File: config.mk
export PLATFORM = sky130hd
export DESIGN_NAME = nibble_serial_adder_ctrl
export DESIGN_NICKNAME = d
export VERILOG_FILES = /design/src/rtl/nibble_serial_adder_ctrl_pkg.sv /design/src/rtl/nibble_serial_adder_ctrl_fa4.sv /design/src/rtl/nibble_serial_adder_ctrl.sv
export SDC_FILE = /design/constraint.sdc
export NUM_CORES = 1
export LEC_CHECK = 0
export CAP_MARGIN = 20
export CORE_MARGIN = 4
export CORE_UTILIZATION = 55
export CTS_CLUSTER_DIAMETER = 60
export CTS_CLUSTER_SIZE = 8
export DETAILED_ROUTE_END_ITERATION = 8
export PLACE_DENSITY = 0.84
export SLEW_MARGIN = 20
export SYNTH_ARGS = -nofsm -noshare
export SYNTH_HDL_FRONTEND = slang
export SYNTH_SLANG_ARGS = --single-unit
File: constraint.sdc
create_clock -name clk -period 6.6 [get_ports clk]
set_clock_uncertainty 0.05 [all_clocks]
set_input_delay 0.66 -clock clk [delete_from_list [all_inputs] [get_ports clk]]
set_output_delay 0.66 -clock clk [all_outputs]
set_load 0.005 [all_outputs]
File: src/rtl/nibble_serial_adder_ctrl_pkg.sv
// Shared definitions for the nibble-serial adder controller.
// Provides the FSM state encoding and the datapath nibble width.
package nibble_serial_adder_ctrl_pkg;

    localparam int NIB_W = 4;

    typedef enum logic [1:0] {
        ST_IDLE = 2'd0,
        ST_RUN  = 2'd1,
        ST_DONE = 2'd2
    } state_t;

endpackage

File: src/rtl/nibble_serial_adder_ctrl_fa4.sv
// 4-bit ripple-carry adder built from a chain of 1-bit full adders.
// Ports: a, b (4-bit operands), cin (carry-in), sum (4-bit), cout.
module fa_4bit_using_fa_1bit (
    input  logic [3:0] a,
    input  logic [3:0] b,
    input  logic       cin,
    output logic [3:0] sum,
    output logic       cout
);

    logic [4:0] w_c;

    assign w_c[0] = cin;

    for (genvar i = 0; i < 4; i++) begin : g_fa
        assign sum[i]   = a[i] ^ b[i] ^ w_c[i];
        assign w_c[i+1] = (a[i] & b[i]) | (w_c[i] & (a[i] ^ b[i]));
    end

    assign cout = w_c[4];

endmodule

File: src/rtl/nibble_serial_adder_ctrl.sv
// Wide adder that time-shares one 4-bit adder, one nibble per clock.
// Ports: clk, rst, start, a_in, b_in, cin_in -> busy, done, sum_out, cout_out.
module nibble_serial_adder_ctrl
    import nibble_serial_adder_ctrl_pkg::*;
#(
    parameter int NIBBLES = 4
) (
    input  logic                     clk,
    input  logic                     rst,
    input  logic                     start,
    input  logic [NIB_W*NIBBLES-1:0] a_in,
    input  logic [NIB_W*NIBBLES-1:0] b_in,
    input  logic                     cin_in,
    output logic                     busy,
    output logic                     done,
    output logic [NIB_W*NIBBLES-1:0] sum_out,
    output logic                     cout_out
);

    localparam int W  = NIB_W * NIBBLES;
    localparam int CW = $clog2(NIBBLES);
    localparam logic [CW-1:0] LAST = CW'(NIBBLES - 1);

    state_t            r_state;
    logic [W-1:0]      r_a_sh;
    logic [W-1:0]      r_b_sh;
    // Only the upper W-4 bits of the sum shifter are ever read back;
    // the newest nibble is merged combinationally.
    logic [W-NIB_W-1:0] r_sum_sh;
    logic [W-1:0]      r_sum;
    logic              r_carry;
    logic              r_cout;
    logic              r_busy;
    logic              r_done;
    logic [CW-1:0]     r_cnt;

    logic [NIB_W-1:0]  w_nib;
    logic              w_cout;
    logic [W-1:0]      w_sum_next;

    fa_4bit_using_fa_1bit u_fa (
        .a    (r_a_sh[NIB_W-1:0]),
        .b    (r_b_sh[NIB_W-1:0]),
        .cin  (r_carry),
        .sum  (w_nib),
        .cout (w_cout)
    );

    // New nibble enters from the MSB end so the LSB nibble lands at bit 0.
    assign w_sum_next = {w_nib, r_sum_sh};

    always_ff @(posedge clk or posedge rst) begin
        if (rst) begin
            r_state  <= ST_IDLE;
            r_a_sh   <= '0;
            r_b_sh   <= '0;
            r_sum_sh <= '0;
            r_sum    <= '0;
            r_carry  <= 1'b0;
            r_cout   <= 1'b0;
            r_busy   <= 1'b0;
            r_done   <= 1'b0;
            r_cnt    <= '0;
        end else begin
            unique case (r_state)
                ST_IDLE, ST_DONE: begin
                    r_done <= 1'b0;
                    if (start) begin
                        r_a_sh  <= a_in;
                        r_b_sh  <= b_in;
                        r_carry <= cin_in;
                        r_cnt   <= '0;
                        r_busy  <= 1'b1;
                        r_state <= ST_RUN;
                    end else begin
                        r_busy  <= 1'b0;
                        r_state <= ST_IDLE;
                    end
                end
                ST_RUN: begin
                    r_sum_sh <= w_sum_next[W-1:NIB_W];
                    r_carry  <= w_cout;
                    r_a_sh   <= r_a_sh >> NIB_W;
                    r_b_sh   <= r_b_sh >> NIB_W;
                    if (r_cnt == LAST) begin
                        r_sum   <= w_sum_next;
                        r_cout  <= w_cout;
                        r_busy  <= 1'b0;
                        r_done  <= 1'b1;
                        r_state <= ST_DONE;
                    end else begin
                        r_cnt <= r_cnt + 1'b1;
                    end
                end
                default: begin
                    r_busy  <= 1'b0;
                    r_done  <= 1'b0;
                    r_state <= ST_IDLE;
                end
            endcase
        end
    end

    assign busy     = r_busy;
    assign done     = r_done;
    assign sum_out  = r_sum;
    assign cout_out = r_cout;

endmodule

Word level (Yosys, flattened, before mapping)
Cells that the tools add are included.

word-level totals
  register bits after elaboration = 68
  bits in latches = 0
  bits in writable memories = 0
  ROM bits = 0
  input bits = 36
  word-level logic and storage cells = 60
  memories = 0

operators by class
  add/sub/neg operators = 1
  multipliers = 0
  divide/modulo/power cells = 0
  order comparisons = 0
  equal/unequal tests = 6
  shift-type cells = 0
  mux-type cells = 17
  bitwise operators = 20
  reductions and logical operators = 6

operators with widths
  operator               number
  $pmux W16 S2           2
  $mux W16               2
  $and A1 B1 Y1          8
  $pmux W2 S2            2
  $xor A1 B1 Y1          8
  $mux W1                6
  $mux W2                3
  $ne A2 B2 Y1 const B   3
  $eq A2 B2 Y1 const B   2
  $or A1 B1 Y1           4
  $pmux W1 S2            2
  $reduce_and A2 Y1      2
  $reduce_and A3 Y1      1
  $add A2 B1 Y2 const B  1
  $eq A2 B1 Y1 const B   1
  $logic_not A2 Y1       1
  $reduce_bool A2 Y1     1
  $reduce_or A2 Y1       1

Longest topological paths before layout
Gate-level depths: netlist of run 1.

  word-level depth = 10
  depth in mapped cells = 10
  depth with buffers taken out = 10

By module
Synthesis of run 1 repeated with hierarchy kept, for this count alone.

second synthesis, totals
  cells, all modules = 288
  area total of the unflattened synthesis = 3,180.6 um^2

modules (own cells, without submodules)
  module                    instances  cells each  area an instance (um^2)
  nibble_serial_adder_ctrl  1          274         3,062.9
  fa_4bit_using_fa_1bit     1          14          117.6

Worst setup path after synthesis of run 1
OpenSTA, ideal clock, no wires.

  path kind = flip-flop to flip-flop
  start = register r_a_sh[0]
  end = register r_sum_sh[11]
  setup time = 83 ps
  data arrival time = 1,996 ps
  required time = 6,467 ps
  slack = 4,471 ps
  cell stages (with the launch flop) = 9
  buffers on the path = 0
  path through = dfrtp_1 -> fa_1 -> inv_1 -> fa_1 -> inv_1 -> fa_1 -> inv_1 -> fa_1 -> o21ai_0

between the ends
  word-level cells in the longest chain between the ends = 8
  elaborated cells between the ends (all ways) = 9
  classes of those cells = bitwise: 9

ends and longest elaborated chain
  what                      line                                source
  start: declaration        nibble_serial_adder_ctrl.sv:25      logic [W-1:0] r_a_sh;
  start signal: assignment  nibble_serial_adder_ctrl.sv:69      r_a_sh <= a_in;
  start signal: assignment  nibble_serial_adder_ctrl.sv:83      r_a_sh <= r_a_sh >> NIB_W;
  $xor A1 B1 Y1             nibble_serial_adder_ctrl_fa4.sv:17  assign w_c[i+1] = (a[i] & b[i]) | (w_c[i] & (a[i] ^ b[i]));
  $and A1 B1 Y1             nibble_serial_adder_ctrl_fa4.sv:17
  $or A1 B1 Y1 (*)          nibble_serial_adder_ctrl_fa4.sv:17
  $and A1 B1 Y1 (*)         nibble_serial_adder_ctrl_fa4.sv:17
  $or A1 B1 Y1 (*)          nibble_serial_adder_ctrl_fa4.sv:17
  $and A1 B1 Y1 (*)         nibble_serial_adder_ctrl_fa4.sv:17
  $or A1 B1 Y1 (*)          nibble_serial_adder_ctrl_fa4.sv:17
  $xor A1 B1 Y1 (*)         nibble_serial_adder_ctrl_fa4.sv:16  assign sum[i] = a[i] ^ b[i] ^ w_c[i];
  end signal: assignment    nibble_serial_adder_ctrl.sv:81      r_sum_sh <= w_sum_next[W-1:NIB_W];
  end: declaration          nibble_serial_adder_ctrl.sv:29      logic [W-NIB_W-1:0] r_sum_sh;

Mark *: on every way between the ends. The rest lies on a longest branch, timed or not.
A chain may end at the register's enable or synchronous reset.

Final worst setup path of run 1
  start = input start
  end = register r_a_sh[7]

between the ends
  word-level cells in the longest chain between the ends = 2

ends and longest elaborated chain
  what                                line                            source
  start: declaration                  nibble_serial_adder_ctrl.sv:10  input logic start,
  $ne A2 B2 Y1 (no source line)       n/a
  $reduce_and A2 Y1 (no source line)  n/a

Every way passes these cells.

==> summary.txt, run 1 <==
status: completed
post-route minimum period: 2.46 ns
LEAKAGE: 1.61 nW
Hold Path Class: flop to flop
num ports: 55
grt ovf: 0
Peak Freq: 407 MHz
critical path class: input port to flop
fraction of layout instances using a drive strength above 1: 15.3%
clock slew at reported path FFs: 0.07 ns
worst setup margin: 4.14 ns
Cells after Synth: 238
final period utilization: 37.2%
met1 Use GR: 23.8%
Syn Area/Cell: 12.0 um^2
post-synthesis net count: 279
Fin. Hold Viols: 0
crit-path max FO: 23
met3 global-route usage: 5.27%
Startpoint Class: input port
Layout Utilization: 73.7%
Routed wire per std cell: 15.7 um
Die W: 80.1 um
final instance area: 3600 um^2
CP Capture Type: flop
GRT busiest layer: met2
global placement routability congestion: 0.769
post-CTS setup buffers: 0
Tot GR Track Use: 20.0%
largest net degree at the start of global routing: 68
Root Driver: clkbuf_8
drt first pass iters: 6
Setup crit start: start
hold path start: cout_out
WL final: 5.67 mm
initial antenna violation count: 0
area share of xor/xnor cells in the synthesized design: 0%
Synth Area in Compound Gates: 14.0%
Post-CTS Resized: 0
die height: 80.1 um
Inserted Diodes: 0
placed instance count: 346
max_cap viols: 0
area grow syn2layout: 25.9%
total core area: 4880 um^2
vias in the first global route: 2,066
DP Worst Slack: 3.80 ns
max_slew headroom: 33.5%
RSZ-0062 raised after global routing: no
ANT nets after route: 0
final cell count without fillers: 361
fin. max-slew vios: 0
Seq/Total Area, Yosys: 58.7%
Synth Area in Adders: 3.24%
Die ar.: 6410 um^2
Pwr Density: 497 nW/um^2
setup TNS: 0 ns
main combinational cell family by area after synthesis: compound AO/OA/AOI/OAI gates
CP peak stage delay: 0.87 ns
clock sink count: 67
Critical Path RT: 6.73 ns
fillcell total: 344
worst skew pair latency: 0.34 ns
htree depth: 3
CTS Buffer Depth: 2
port bufs: 54
peak supply drop: 0.297 mV
routed vias: 1,986
worst r2r src: r_a_sh[0]
Post-CTS Hold Buffers: 0
critical-path cell list: clkdlybuf4s50_1, nand2b_1, o22ai_1, a21oi_1
slowest CP cell: clkdlybuf4s50_1
placed wire-length estimate: 3.83 mm
DRT iter0 DRCs: 84
row cnt: 25
Yosys reg bits: 67
Synth cell types: 25
Tightest Pin Transition: 0.997 ns
Via-to-Cell Ratio: 5.50
final setup fails: 0
CTS tree: built
first-pass GRT wire length: 9.58 mm
DRC Markers: 0
initial core utilization: 58.6%
synthesized cell area: 2860 um^2
DP Area: 3400 um^2
clock buffer count from CTS: 9
yosys warns: 0
Post-Synth Simple-Gate Area: 5.52%
Nets: 331
met2 GRT Util: 33.1%
worst path arrival time: 2.59 ns
multiplexer area fraction after synthesis: 11.9%
worst max-delay path, delay by kind of cell:
family	cells	cell delay, ns
AO/OA/AOI/OAI	2	0.39
buffers and inverters	1	0.87
AND/OR/NAND/NOR	1	0.66
registers in the layout, summed over array words and instances, names as in the netlist:
register / cells
r_state: 1
cout_out: 1
sum_out: 16
r_cnt: 2
done: 1
r_sum_sh: 12
r_a_sh: 16
r_b_sh: 16
r_carry: 1
busy: 1
cells in the final DEF, fill, tap and decap left out, types with 4 or more instances in the layout:
cell,Yosys,layout
o22ai_1,19,19
o21ai_0,7,7
fa_1,4,4
nand2_1,11,11
a22o_1,6,6
inv_1,26,25
nor2b_1,7,7
clkdlybuf4s50_1,0,54
a21oi_1,26,26
dfrtp_1,67,67
mux2i_1,7,7
mux2_2,24,24
clkbuf_8,0,11
a211oi_1,6,6
synthesized netlist by cell type:
cell type | count | area share [%]
dfrtp_1 | 67 | 59
a21oi_1 | 26 | 4.6
inv_1 | 26 | 3.4
mux2_2 | 24 | 9.5
o22ai_1 | 19 | 4.2
nand2_1 | 11 | 1.4
buf_2 | 9 | 1.6
mux2i_1 | 7 | 2.5
nor2b_1 | 7 | 1.5
o21ai_0 | 7 | 1.2
a211oi_1 | 6 | 1.6
a22o_1 | 6 | 1.8
fa_1 | 4 | 2.8
buf_4 | 3 | 0.79
buf_6 | 2 | 0.79
nand2b_1 | 2 | 0.44
nand3_1 | 2 | 0.35
nand3_2 | 2 | 0.70
o21ai_2 | 2 | 0.61
clkbuf_1 | 1 | 0.13
ha_1 | 1 | 0.44
nand3b_1 | 1 | 0.26
nor2_1 | 1 | 0.13
nor3b_1 | 1 | 0.26
or3b_4 | 1 | 0.39
area by class of cell:
type,instances,area (um^2),share of cell area [%]
sequential,67,1680,46.6
multi-input combinational,130,990,27.5
timing repair buffer,56,556,15.4
clock buffer,13,159,4.42
inverter,26,97.6,2.71
tap,67,83.8,2.33
clock inverter,2,35.0,0.974
cell families after synthesis:
family                   after synthesis
multiplexers                          31
adder cells (fa/ha/maj)                5
buffers and inverters                 41
AND/OR/NAND/NOR                       28
AO/OA/AOI/OAI                         66
flip-flops                            67
final timing paths:
| path | end | slack [ns] | cells after the start |
|---|---|---|---|
| max in group asynchronous | r_b_sh[3] | 5.12 | 3 |
| min in group asynchronous | sum_out[1] | 0.84 | 3 |
| max reg2reg | sum_out[15] | 4.26 | 8 |
| max | r_a_sh[7] | 4.14 | 4 |
| min | cout_out | 0.45 | 2 |
| min reg2reg | cout_out | 0.45 | 2 |
power breakdown:
part / internal (W) / total (W) / switching [W] / leakage [nW]
combinational: 0.000385 / 0.000697 / 0.000313 / 0.705
clock: 0.000193 / 0.000336 / 0.000143 / 0.0995
sequential: 0.000611 / 0.000756 / 0.000144 / 0.809
per-layer routing:
metal | vias to the layer above | share of wire (%)
met5 | - | 0
met4 | 0 | 2.6
met3 | 16 | 5.6
met2 | 67 | 50
met1 | 970 | 42
li1 | 933 | -
stage by stage:
step,hold WS [ns],total power [W]
2_1_floorplan,0.414,0.00121
3_3_place_gp,0.429,0.00142
3_5_place_dp,0.437,0.00146
5_1_grt,0.466,0.00192
6_report,0.448,0.00179
4_1_cts,0.454,0.00181
Note: power is estimated with default switching activity, not from simulation.
==> inputs of run 2 (changes only) <==
--- a/config.mk
+++ b/config.mk
@@ -7,11 +7,11 @@
 export LEC_CHECK = 0
 export CAP_MARGIN = 20
 export CORE_MARGIN = 4
-export CORE_UTILIZATION = 55
+export CORE_UTILIZATION = 51
 export CTS_CLUSTER_DIAMETER = 60
 export CTS_CLUSTER_SIZE = 8
 export DETAILED_ROUTE_END_ITERATION = 8
-export PLACE_DENSITY = 0.84
+export PLACE_DENSITY = 0.79
 export SLEW_MARGIN = 20
 export SYNTH_ARGS = -nofsm -noshare
 export SYNTH_HDL_FRONTEND = slang
==> constraint.sdc (replaced) <==
create_clock -name clk -period 2.41 [get_ports clk]
set_clock_uncertainty 0.05 [all_clocks]
set_input_delay 0.241 -clock clk [delete_from_list [all_inputs] [get_ports clk]]
set_output_delay 0.241 -clock clk [all_outputs]
set_load 0.005 [all_outputs]
==> run 2 against run 1 <==
  * Setup slack worse by 4.0 ns
  * Die area rose by 7.1%
  * Routed wire length is 3.5% lower
  * Sequential share of layout area shrank 0.69 points
  * Sequential power increased to 2.7 times the previous value
  * Combinational power rose to 2.8 times the previous value
  * Register-to-register slack lost 4.1 ns
  * Total power grew to 2.7 times the previous value
  * Core utilization is 4.4 points lower
  * Global-route usage shrank 3.0 points
  * Non-clock buffer count is 7 higher
==> summary.txt, run 2 (synthesis gave the netlist of run 1 again) <==
most common cell after layout, fill and taps aside: dfrtp_1
max_slew headroom: 31.5%
Post-CTS Resized: 0
Root Driver: clkbuf_8
first-pass GRT wire length: 9.32 mm
final period utilization: 93.9%
clock buffer count from CTS: 9
buffers plus inverters on the worst setup path: 3
Tot GR Track Use: 17.0%
Top Family by Delay on Critical Path: adder cells
port bufs: 54
ANT nets after route: 0
most used cell along the critical path: fa_1
Nets: 338
num ports: 55
Inserted Diodes: 0
htree depth: 3
fillcell total: 420
fin. max-slew vios: 0
CTS Buffer Depth: 2
Post-CTS Hold Buffers: 0
LEAKAGE: 1.65 nW
vias in the first global route: 2,004
Routed wire per std cell: 14.7 um
CTS tree: built
setup TNS: 0 ns
final cell count without fillers: 371
worst skew pair latency: 0.33 ns
largest net degree at the start of global routing: 31
RSZ-0062 raised after global routing: no
peak supply drop: 0.586 mV
max_cap viols: 0
Hold Slack: 0.252 ns
initial core utilization: 54.2%
row cnt: 26
final setup fails: 0
DRC Markers: 0
R2R depth: 8
WL final: 5.47 mm
Worst path depth: 8
critical-path cell list: fa_1, inv_1, fa_1, inv_1, fa_1, inv_1, fa_1, o21ai_0
slowest CP cell: fa_1
grt ovf: 0
fraction of layout instances using a drive strength above 1: 17.6%
initial antenna violation count: 0
placed instance count: 356
Die ar.: 6860 um^2
worst path arrival time: 2.47 ns
clock slew at reported path FFs: 0.07 ns
area of the multi-input gates: 990 um^2
placed wire-length estimate: 3.80 mm
Critical Path RT: 2.62 ns
post-route minimum period: 2.26 ns
clock sink count: 67
CP peak stage delay: 0.43 ns
Via-to-Cell Ratio: 5.34
DRT iter0 DRCs: 102
Tightest Pin Transition: 1.03 ns
die height: 82.9 um
critical path class: flop to flop
global placement routability congestion: 0.798
Die W: 82.9 um
total core area: 5270 um^2
Pwr Density: 1320 nW/um^2
CP Capture Type: flop
area grow syn2layout: 27.8%
Fin. Hold Viols: 0
Startpoint Class: flop
commonest non-fill, non-tap cells in the layout: dfrtp_1 (67), clkdlybuf4s50_1 (54), a21oi_1 (26)
drt first pass iters: 4
Peak Freq: 442 MHz
Register Area: 1680 um^2
routed vias: 1,980
status: completed
Hold Path Class: input port to async pin
crit-path max FO: 2
post-CTS setup buffers: 0
==> run 2: worst paths after layout <==
path	from	endpoint	slack [ns]
max	r_a_sh[0]	r_sum_sh[11]	0.15
max in group asynchronous	rst	r_a_sh[0]	1.46
min in group clk	cout_out	cout_out	0.44
min	rst	sum_out[1]	0.25
min reg2reg	cout_out	cout_out	0.44
max reg2reg	r_a_sh[0]	r_sum_sh[11]	0.15
==> run 2: area by class of cell <==
cell class,instances,area share [%]
sequential,67,45.9
multi-input combinational,130,27.1
timing repair buffer,63,17.0
clock buffer,13,4.63
inverter,26,2.67
tap,70,2.40
clock inverter,2,0.274
==> run 2: power by group <==
part           switching [W]  leakage (nW)  total, W  internal (W)
registers           0.000343         0.809   0.00202       0.00167
clock network       0.000393        0.0953  0.000842      0.000449
logic               0.000870         0.743   0.00195       0.00108
total                0.00161          1.65   0.00481       0.00320
==> run 2: through the flow <==
| step | instance area [um^2] | worst slack [ns] | total power [W] | util, % |
|---|---|---|---|---|
| 2_1_floorplan | 2860 | 0.281 | 0.00332 | - |
| 3_3_place_gp | 3470 | 0.231 | 0.00392 | 65.9 |
| 3_5_place_dp | 3470 | 0.155 | 0.00400 | 65.9 |
| 4_1_cts | 3650 | 0.142 | 0.00486 | 69.3 |
| 5_1_grt | 3650 | 0.0282 | 0.00518 | 69.3 |
| 6_report | 3650 | 0.148 | 0.00481 | 69.3 |
==> run 2: routing by layer <==
metal	part of all wire [%]	vias up	GRT usage (%)	wire length, um
met2	48	58	26.5	2600
met4	1.8	0	8.92	99
met3	6.3	9	3.86	347
li1	-	949	-	-
met1	44	964	22.1	2420
met5	0	-	0	0
==> inputs of run 3 (changes only) <==
--- a/config.mk
+++ b/config.mk
@@ -12,6 +12,7 @@
 export CTS_CLUSTER_SIZE = 8
 export DETAILED_ROUTE_END_ITERATION = 8
 export PLACE_DENSITY = 0.79
+export SETUP_SLACK_MARGIN = 0.05
 export SLEW_MARGIN = 20
 export SYNTH_ARGS = -nofsm -noshare
 export SYNTH_HDL_FRONTEND = slang
==> run 3 against run 2 <==
  * Fmax grew 1.1%
  * Clock power is essentially flat
  * Worst hold slack gained 0.0020 ns
  * Via count shrank 0.10%
  * Clock-buffer cell count is the same
  * Sequential cell count is the same
  * Register-to-register slack gained 0.02 ns
  * Core utilization is the same
  * Sequential share of layout area is the same
  * Die area is the same
  * Cell count is the same
  * Critical path type unchanged
  * Critical endpoint unchanged
==> summary.txt, run 3 (synthesis gave the netlist of run 1 again) <==
status: completed
die height: 82.9 um
CTS Buffer Depth: 2
Sw Pwr: 0.00161 W
combinational group share of total power: 40.6%
CTS tree: built
DP Worst Slack: 0.155 ns
Hold Path Class: input port to async pin
worst path arrival time: 2.45 ns
total core area: 5270 um^2
power share of the clock group: 17.5%
clock buffer count from CTS: 9
commonest non-fill, non-tap cells in the layout: dfrtp_1 (67), clkdlybuf4s50_1 (54), a21oi_1 (26)
max_slew headroom: 31.5%
Nets: 338
crit-path max FO: 2
fin. max-slew vios: 0
Peak Freq: 447 MHz
peak supply drop: 0.587 mV
final cell count without fillers: 371
final period utilization: 92.9%
Int Power: 0.00321 W
Fin. Hold Viols: 0
slowest CP cell: fa_1
clock slew at reported path FFs: 0.07 ns
global placement routability congestion: 0.798
DRC Markers: 0
CP Capture Type: flop
num ports: 55
Critical Path RT: 2.63 ns
drt first pass iters: 4
sequential share of power: 41.9%
Hold Slack: 0.254 ns
DRT iter0 DRCs: 101
CP peak stage delay: 0.43 ns
most used cell along the critical path: fa_1
Root Driver: clkbuf_8
htree depth: 3
first-pass GRT wire length: 9.32 mm
Die W: 82.9 um
routed vias: 1,978
initial core utilization: 54.2%
switching share of power: 33.4%
post-route minimum period: 2.24 ns
vias in the first global route: 2,004
worst skew pair latency: 0.33 ns
Tot GR Track Use: 17.0%
initial antenna violation count: 0
placed instance count: 356
Layout Utilization: 69.3%
Die ar.: 6860 um^2
WL final: 5.47 mm
max_cap viols: 0
clock sink count: 67
area grow syn2layout: 27.8%
Via-to-Cell Ratio: 5.33
critical-path cell list: fa_1, inv_1, fa_1, inv_1, fa_1, inv_1, fa_1, o21ai_1
worst setup margin: 0.172 ns
port bufs: 54
post-CTS setup buffers: 0
critical path class: flop to flop
placed wire-length estimate: 3.80 mm
fillcell total: 420
Startpoint Class: flop
Inserted Diodes: 0
row cnt: 26
fraction of layout instances using a drive strength above 1: 17.6%
most common cell after layout, fill and taps aside: dfrtp_1
setup TNS: 0 ns
LEAKAGE: 1.65 nW
ANT nets after route: 0
RSZ-0062 raised after global routing: no
Tightest Pin Transition: 1.03 ns
grt ovf: 0
Pwr Density: 1320 nW/um^2
final setup fails: 0
Routed wire per std cell: 14.7 um
largest net degree at the start of global routing: 31
[run 3: changes by cell type in the layout (fill, tap and decap cells not counted)]
cell / previous run / this run
o21ai_0: 7 / 5
o21ai_1: 0 / 2
[run 3: final cells by class]
type	instances	area [um^2]	share of cell area [%]
clock buffer	13	169	4.63
clock inverter	2	10.0	0.274
inverter	26	97.6	2.67
multi-input combinational	130	990	27.1
sequential	67	1680	45.9
tap	70	87.6	2.40
timing repair buffer	63	621	17.0
[run 3: worst max-delay path, delay by kind of cell, from the launching register on]
| family | cells | cell delay [ns] |
|---|---|---|
| buffers and inverters | 3 | 0.21 |
| AO/OA/AOI/OAI | 1 | 0.14 |
| adder cells (fa/ha/maj) | 4 | 1.37 |
| flip-flops | 1 | 0.41 |
[run 3: per-layer routing]
layer	vias to the layer above	GRT usage, %	part of all wire [%]
li1	946	-	-
met1	963	22.1	44
met2	60	26.5	47
met3	9	3.86	6.5
met4	0	8.92	1.8
met5	-	0	0
[run 3: what timing repair did]
action,CTS,global route
endpoints found under the setup margin,0,2
gates resized for setup,0,2
hold buffers,0,0
[run 3: through the flow]
step | power [W] | area, um^2
global placement | 0.00392 | 3470
floorplan | 0.00332 | 2860
global route | 0.00519 | 3650
detailed placement | 0.00400 | 3470
CTS | 0.00486 | 3650
finish | 0.00482 | 3650
[run 3: worst paths after layout]
path | start | to | slack (ns) | cells after the start
setup / recovery | r_a_sh[0] | r_sum_sh[11] | 0.17 | 8
hold / removal | rst | sum_out[1] | 0.25 | 2
setup reg to reg | r_a_sh[0] | r_sum_sh[11] | 0.17 | 8
hold reg to reg | cout_out | cout_out | 0.44 | 2
max in group asynchronous | rst | r_a_sh[0] | 1.46 | 3
min in group clk | cout_out | cout_out | 0.44 | 2
[run 3: power by group through the flow]
stage	logic [W]	clock network, W	registers (W)
after floorplan	0.00137	0	0.00195
after global placement	0.00191	0	0.00201
after detailed placement	0.00196	0	0.00204
after CTS	0.00198	0.000861	0.00202
after global routing	0.00219	0.000913	0.00209
final	0.00196	0.000843	0.00202
